$ cat config.mk
export PLATFORM = sky130hd
export DESIGN_NAME = sync_fifo_out_arbiter
export DESIGN_NICKNAME = d
export VERILOG_FILES = /design/src/rtl/sync_fifo_out_arbiter.sv
export SDC_FILE = /design/constraint.sdc
export NUM_CORES = 1
export LEC_CHECK = 0
export BUFFER_PORTS_ARGS = -buffer_cell sky130_fd_sc_hd__buf_2
export CAP_MARGIN = 5
export CORE_AREA = 8 8 125 127
export DETAILED_ROUTE_END_ITERATION = 8
export DIE_AREA = 0 0 133 135
export HOLD_SLACK_MARGIN = 0.03
export PLACE_DENSITY_LB_ADDON = 0.3
export SLEW_MARGIN = 15
export SYNTH_ARGS = -nofsm -noshare
export SYNTH_HDL_FRONTEND = slang
export SYNTH_SLANG_ARGS = --single-unit
export TNS_END_PERCENT = 1
$ cat constraint.sdc
create_clock -name clk -period 5.2 [get_ports clk]
set_clock_uncertainty 0.15 [all_clocks]
set_input_delay 0 -clock clk [delete_from_list [all_inputs] [get_ports clk]]
set_output_delay 0 -clock clk [all_outputs]
set_load 0.02 [all_outputs]
$ cat src/rtl/sync_fifo_out_arbiter.sv
// Round-robin, burst-locking arbiter sharing the output command FIFO among NUM_REQ producers.
// One idle cycle arbitrates, then beats pass through a one-entry register (2-cycle latency); s_ready follows the output slot.
`ifndef FIFO_CMD_LENGTH_OUT
`define FIFO_CMD_LENGTH_OUT 64
`endif

module sync_fifo_out_arbiter #(
  parameter int NUM_REQ   = 4,
  parameter int DATA_W    = `FIFO_CMD_LENGTH_OUT,
  parameter int MAX_BURST = 8,
  parameter int SRC_W     = $clog2(NUM_REQ)
) (
  input  logic                      clk,
  input  logic                      resetb,
  input  logic [NUM_REQ-1:0]        s_valid,
  output logic [NUM_REQ-1:0]        s_ready,
  input  logic [NUM_REQ*DATA_W-1:0] s_data,
  input  logic [NUM_REQ-1:0]        s_last,
  output logic                      m_valid,
  input  logic                      m_ready,
  output logic [DATA_W-1:0]         m_data,
  output logic                      m_last,
  output logic [SRC_W-1:0]          m_src,
  output logic                      busy
);

  localparam int CNT_W = $clog2(MAX_BURST + 1);
  localparam logic [SRC_W:0]   NUM_REQ_W  = (SRC_W + 1)'(NUM_REQ);
  localparam logic [SRC_W-1:0] LAST_REQ   = SRC_W'(NUM_REQ - 1);
  localparam logic [CNT_W-1:0] BURST_LAST = CNT_W'(MAX_BURST - 1);

  typedef enum logic {IDLE = 1'b0, GRANT = 1'b1} state_t;

  state_t           state, state_nxt;
  logic [SRC_W-1:0] gnt, gnt_nxt;
  logic [SRC_W-1:0] rr_ptr, rr_nxt;
  logic [CNT_W-1:0] beat_cnt, cnt_nxt;
  logic             slot_free, accept, burst_end;
  logic             win_found;
  logic [SRC_W-1:0] win_idx, cand_idx;
  logic [SRC_W:0]   scan_idx;
  logic [DATA_W-1:0] s_slice [NUM_REQ];

  for (genvar g = 0; g < NUM_REQ; g++) begin : g_slice
    assign s_slice[g] = s_data[g*DATA_W +: DATA_W];
  end

  assign slot_free = ~m_valid | m_ready;
  assign busy      = (state == GRANT);

  // Cyclic scan starting at rr_ptr; one extra bit lets the sum wrap for any NUM_REQ.
  always_comb begin : rr_scan
    win_found = 1'b0;
    win_idx   = '0;
    scan_idx  = '0;
    cand_idx  = '0;
    for (int i = 0; i < NUM_REQ; i++) begin
      scan_idx = {1'b0, rr_ptr} + (SRC_W + 1)'(i);
      if (scan_idx >= NUM_REQ_W) scan_idx = scan_idx - NUM_REQ_W;
      cand_idx = scan_idx[SRC_W-1:0];
      if (!win_found && s_valid[cand_idx]) begin
        win_found = 1'b1;
        win_idx   = cand_idx;
      end
    end
  end

  always_comb begin : fsm_comb
    state_nxt = state;
    gnt_nxt   = gnt;
    rr_nxt    = rr_ptr;
    cnt_nxt   = beat_cnt;
    s_ready   = '0;
    accept    = 1'b0;
    burst_end = 1'b0;
    case (state)
      IDLE: begin
        if (win_found) begin
          state_nxt = GRANT;
          gnt_nxt   = win_idx;
          cnt_nxt   = '0;
        end
      end
      GRANT: begin
        s_ready[gnt] = slot_free;
        accept       = s_valid[gnt] & slot_free;
        burst_end    = s_last[gnt] | (beat_cnt == BURST_LAST);
        if (accept) begin
          cnt_nxt = beat_cnt + CNT_W'(1);
          if (burst_end) begin
            state_nxt = IDLE;
            rr_nxt    = (gnt == LAST_REQ) ? '0 : gnt + SRC_W'(1);
          end
        end
      end
    endcase
  end

  always_ff @(posedge clk or negedge resetb) begin : fsm_reg
    if (!resetb) begin
      state    <= IDLE;
      gnt      <= '0;
      rr_ptr   <= '0;
      beat_cnt <= '0;
    end else begin
      state    <= state_nxt;
      gnt      <= gnt_nxt;
      rr_ptr   <= rr_nxt;
      beat_cnt <= cnt_nxt;
    end
  end

  // Payload fields hold when nothing is loaded; only m_valid drains.
  always_ff @(posedge clk or negedge resetb) begin : out_reg
    if (!resetb) begin
      m_valid <= 1'b0;
      m_data  <= '0;
      m_last  <= 1'b0;
      m_src   <= '0;
    end else if (accept) begin
      m_valid <= 1'b1;
      m_data  <= s_slice[gnt];
      m_last  <= burst_end;
      m_src   <= gnt;
    end else if (m_ready) begin
      m_valid <= 1'b0;
    end
  end

endmodule

==> summary.md <==
The run gives 0 as the number of max-slew violations in the final report. Post-route minimum period: 3.265 ns. The count of endpoints failing hold in the final timing report was 0; the synthesized instance count was 289. The run gives 3 as the H-tree depth. Power spread over the standard cell area amounts to 549.6 nW/µm². The cell area after placement is 6535 µm², and the filler cell count is 1063. The routed layout has 4656 vias.

Of all nets on the critical path, the largest fanout is 38. By startpoint and endpoint, the worst setup path is classified as flop to flop. Number of synthesized flops with an enable pin: 0. Summed over all layers, the global routing overflow is 0. The area inside the core boundary came out at 13610 µm². The fraction of the yosys area taken by sequential cells came out at 40.62%.

Detailed placement ended at an HPWL of 13.61 mm. The largest net degree at the start of global routing is 72. Area of the mapped netlist: 4743 µm². TritonCTS built the clock tree.

By area the synthesized netlist is led by dfrtp_1, mux4_2, mux2_2. The number of search-and-repair iterations in the first detailed-routing pass came out at 4. The run gives 0 as the post-CTS resize count. The count of cell types in the netlist is 34. The detailed-route wire length came out at 18.50 mm.

The worst slack at placement is 2.158 ns. The die is 135 µm tall. The wire length of the first global-routing pass was 28.90 mm. Counting along the longest clock path gives a buffer depth of 2. The most frequent cell after synthesis is dfrtp_1. The clock transition at the register clock pins on the worst setup and hold paths after CTS works out to 0.06 ns. In this run the power spent charging and discharging nets is 1689 µW.

Setup repair after global routing left no endpoint under its margin. The first routing iteration left 160 violations. The internal power of the cells totals 2795 µW. The number of nets at the end of the flow came out at 1024.

Ranked by instance count, the synthesized netlist is headed by dfrtp_1, mux4_2, mux2_2. Once the floorplan was initialized, standard cells occupied 34.85% of the core. Across all setup checks in the final design, the least slack found is 1.935 ns.

In the routed design, unresolved DRC markers number 0. Summed over all cells, the static leakage comes to 0.003866 µW. Sequential cells account for 26.1% of the total power.

The total power consumption of the routed design was 4484 µW; the switching part of the total power was 37.66%. In the final layout, the multi-input gates occupy 2641 µm². Of the total power, combinational logic draws 61.6%. From left edge to right edge, the die measures 133 µm. The path type of the worst min-delay path was input port to asynchronous set/reset pin. Compared with the post-synthesis result, the final layout area differs by 72.01%.

For the number of setup violations in the final report, the log shows 0. The post-detailed-route wirelength per cell is 19.72 µm. Using the TritonRoute via totals, the vias-per-cell ratio works out to 4.964. The required time of the worst setup path was 5.26 ns. The die covers 17960 µm². The slew of the pin with the lowest slew margin is 1.048 ns. The most used flip-flop cell after synthesis is dfrtp_1. The mean cell area of the mapped netlist came out at 16.41 µm². The final instance area came out at 8159 µm². The sequential cells in the finished layout cover a total of 1932 µm². The number of buffers added by the clock tree synthesis step was 9.

Summed over all instances, the cell type with the most area after synthesis is dfrtp_1. For the worst-case headroom to the max-slew limit, the log shows 30.15%. The peak clock frequency supported by timing is 306.3 MHz, and the clock group share of total power is 12.3%.

The worst setup path is launched from a flop. The via count of the first global-routing pass came out at 5439. The count of nets left with antenna violations once routing finished came out at 0. Number of warnings reported in the yosys synthesis log: 0. The number of maximum-capacitance violations is 0.

The root buffer cell chosen for the clock tree is clkbuf_16. After layout, the worst path uses 62.79% of the clock period. The run finished with clean final reports. In this run the tool buffered the top-level ports with 339 buffer cells. Synthesis produced a netlist with a net count of 561. The critical path arrival was 3.33 ns. Synthesized flop and latch total: 77. The tools report the kind of end point of the critical path as a flop.

The setup slack of the most critical reg-to-reg path is 1.93 ns, and the worst-case vdd ir drop is 0.3180 mV. Row generation in the floorplan step produced 43 rows. For the worst-skew pair, the clock arrives at the later sink with an insertion delay of 0.33 ns. Of the cells placed in the final design, the portion with a size suffix greater than 1 is 65.48%. In the synthesized netlist the async set-or-reset flop fraction comes to 100.0%.

Number of top-level design ports: 340. The initial antenna violation count is 3, and the TritonCTS sink count is 77. The weighted congestion at the end of routability-driven global placement was 0.8557; the area fraction of the dominant cell type after synthesis was 40.62%. Summed over all failing endpoints, the final setup total negative slack is 0 ns. For this run, the total global-route usage over all layers was measured as 20.30%.
final timing paths:
kind | to | from | cells after the start
min in group clk | beat_cnt[3]$_DFFE_PN0P_ | s_valid[3] | 4
max in group asynchronous | gnt[0]$_DFFE_PN0P_ | resetb | 3
worst min register to register | beat_cnt[3]$_DFFE_PN0P_ | beat_cnt[3]$_DFFE_PN0P_ | 1
worst max register to register | m_data[33]$_DFFE_PN0P_ | gnt[0]$_DFFE_PN0P_ | 4
worst max-delay path | m_data[33]$_DFFE_PN0P_ | gnt[0]$_DFFE_PN0P_ | 4
worst min-delay path | m_data[36]$_DFFE_PN0P_ | resetb | 2
per-stage QoR:
stage / hold WS (ns) / utilization [%] / std cells
after floorplan: -0.4456 / - / 289
after global routing: 0.07967 / 59.94 / 938
final: 0.06255 / 59.94 / 938
after detailed placement: -0.1444 / 48.01 / 785
after global placement: -0.1601 / 48.01 / 785
after CTS: 0.03722 / 59.90 / 936
critical path: stages (launching register included):
cell,delay (ns)
dfrtp_4,0.82
buf_4,0.68
mux4_2,0.59
dlygate4sd3_1,0.59
mux2_2,0.27
power groups by stage:
stage	combinational (µW)	sequential, µW	clock, µW
finish	2760	1170	552
global route	2960	1230	592
CTS	2770	1170	567
detailed placement	2360	1180	0
global placement	2310	1160	0
floorplan	1470	1420	0
cell usage in the layout, fill, tap and decap left out, types with 3 or more instances in the layout:
cell	count
clkbuf_16	9
nand2b_1	3
dfrtp_1	75
nor2_1	4
mux2_4	6
and3b_1	3
mux2_2	61
o21ai_0	4
ha_1	5
buf_2	338
buf_4	4
inv_1	4
o21a_1	3
dlygate4sd3_1	136
mux2i_1	3
and3_1	5
clkinv_2	4
mux4_2	66
state kept, by name (all words and copies together), names as in the netlist:
signal and count:
rr_ptr 2, m_valid 1, beat_cnt 4, m_src 2, gnt 2, m_last 1
m_data 64, busy 1
area by class of cell:
class	count	share of cell area, %
timing repair buffer	478	37.79
multi-input combinational	182	32.37
sequential	77	23.68
clock buffer	10	2.806
tap	180	2.760
clock inverter	5	0.3527
inverter	4	0.1840
antenna	2	0.06134
timing repair:
action | CTS | global route
hold buffers | 136 | 0
buffers inserted | 0 | 0
endpoints found under the hold margin | 108 | 0
per-layer routing:
layer | share of wire, % | wire, µm | global-route usage, %
met5 | 0.065 | 12 | 0
met4 | 2.2 | 400 | 7.256
met3 | 9.5 | 1754 | 7.801
met1 | 36 | 6616 | 21.83
met2 | 53 | 9711 | 35.64
cells by family (layout without fill, tap and decap cells):
kind of cell	count (synthesis)	count (layout)	synth area share, %
mux	136	136	48.35
flops	77	77	40.62
buf+inv	30	497	3.693
simple gates	24	24	3.403
compound gates	17	17	2.611
fa+ha+maj	5	5	1.319
other cells	0	2	0
No activity file was read; power rests on OpenSTA's default activity.
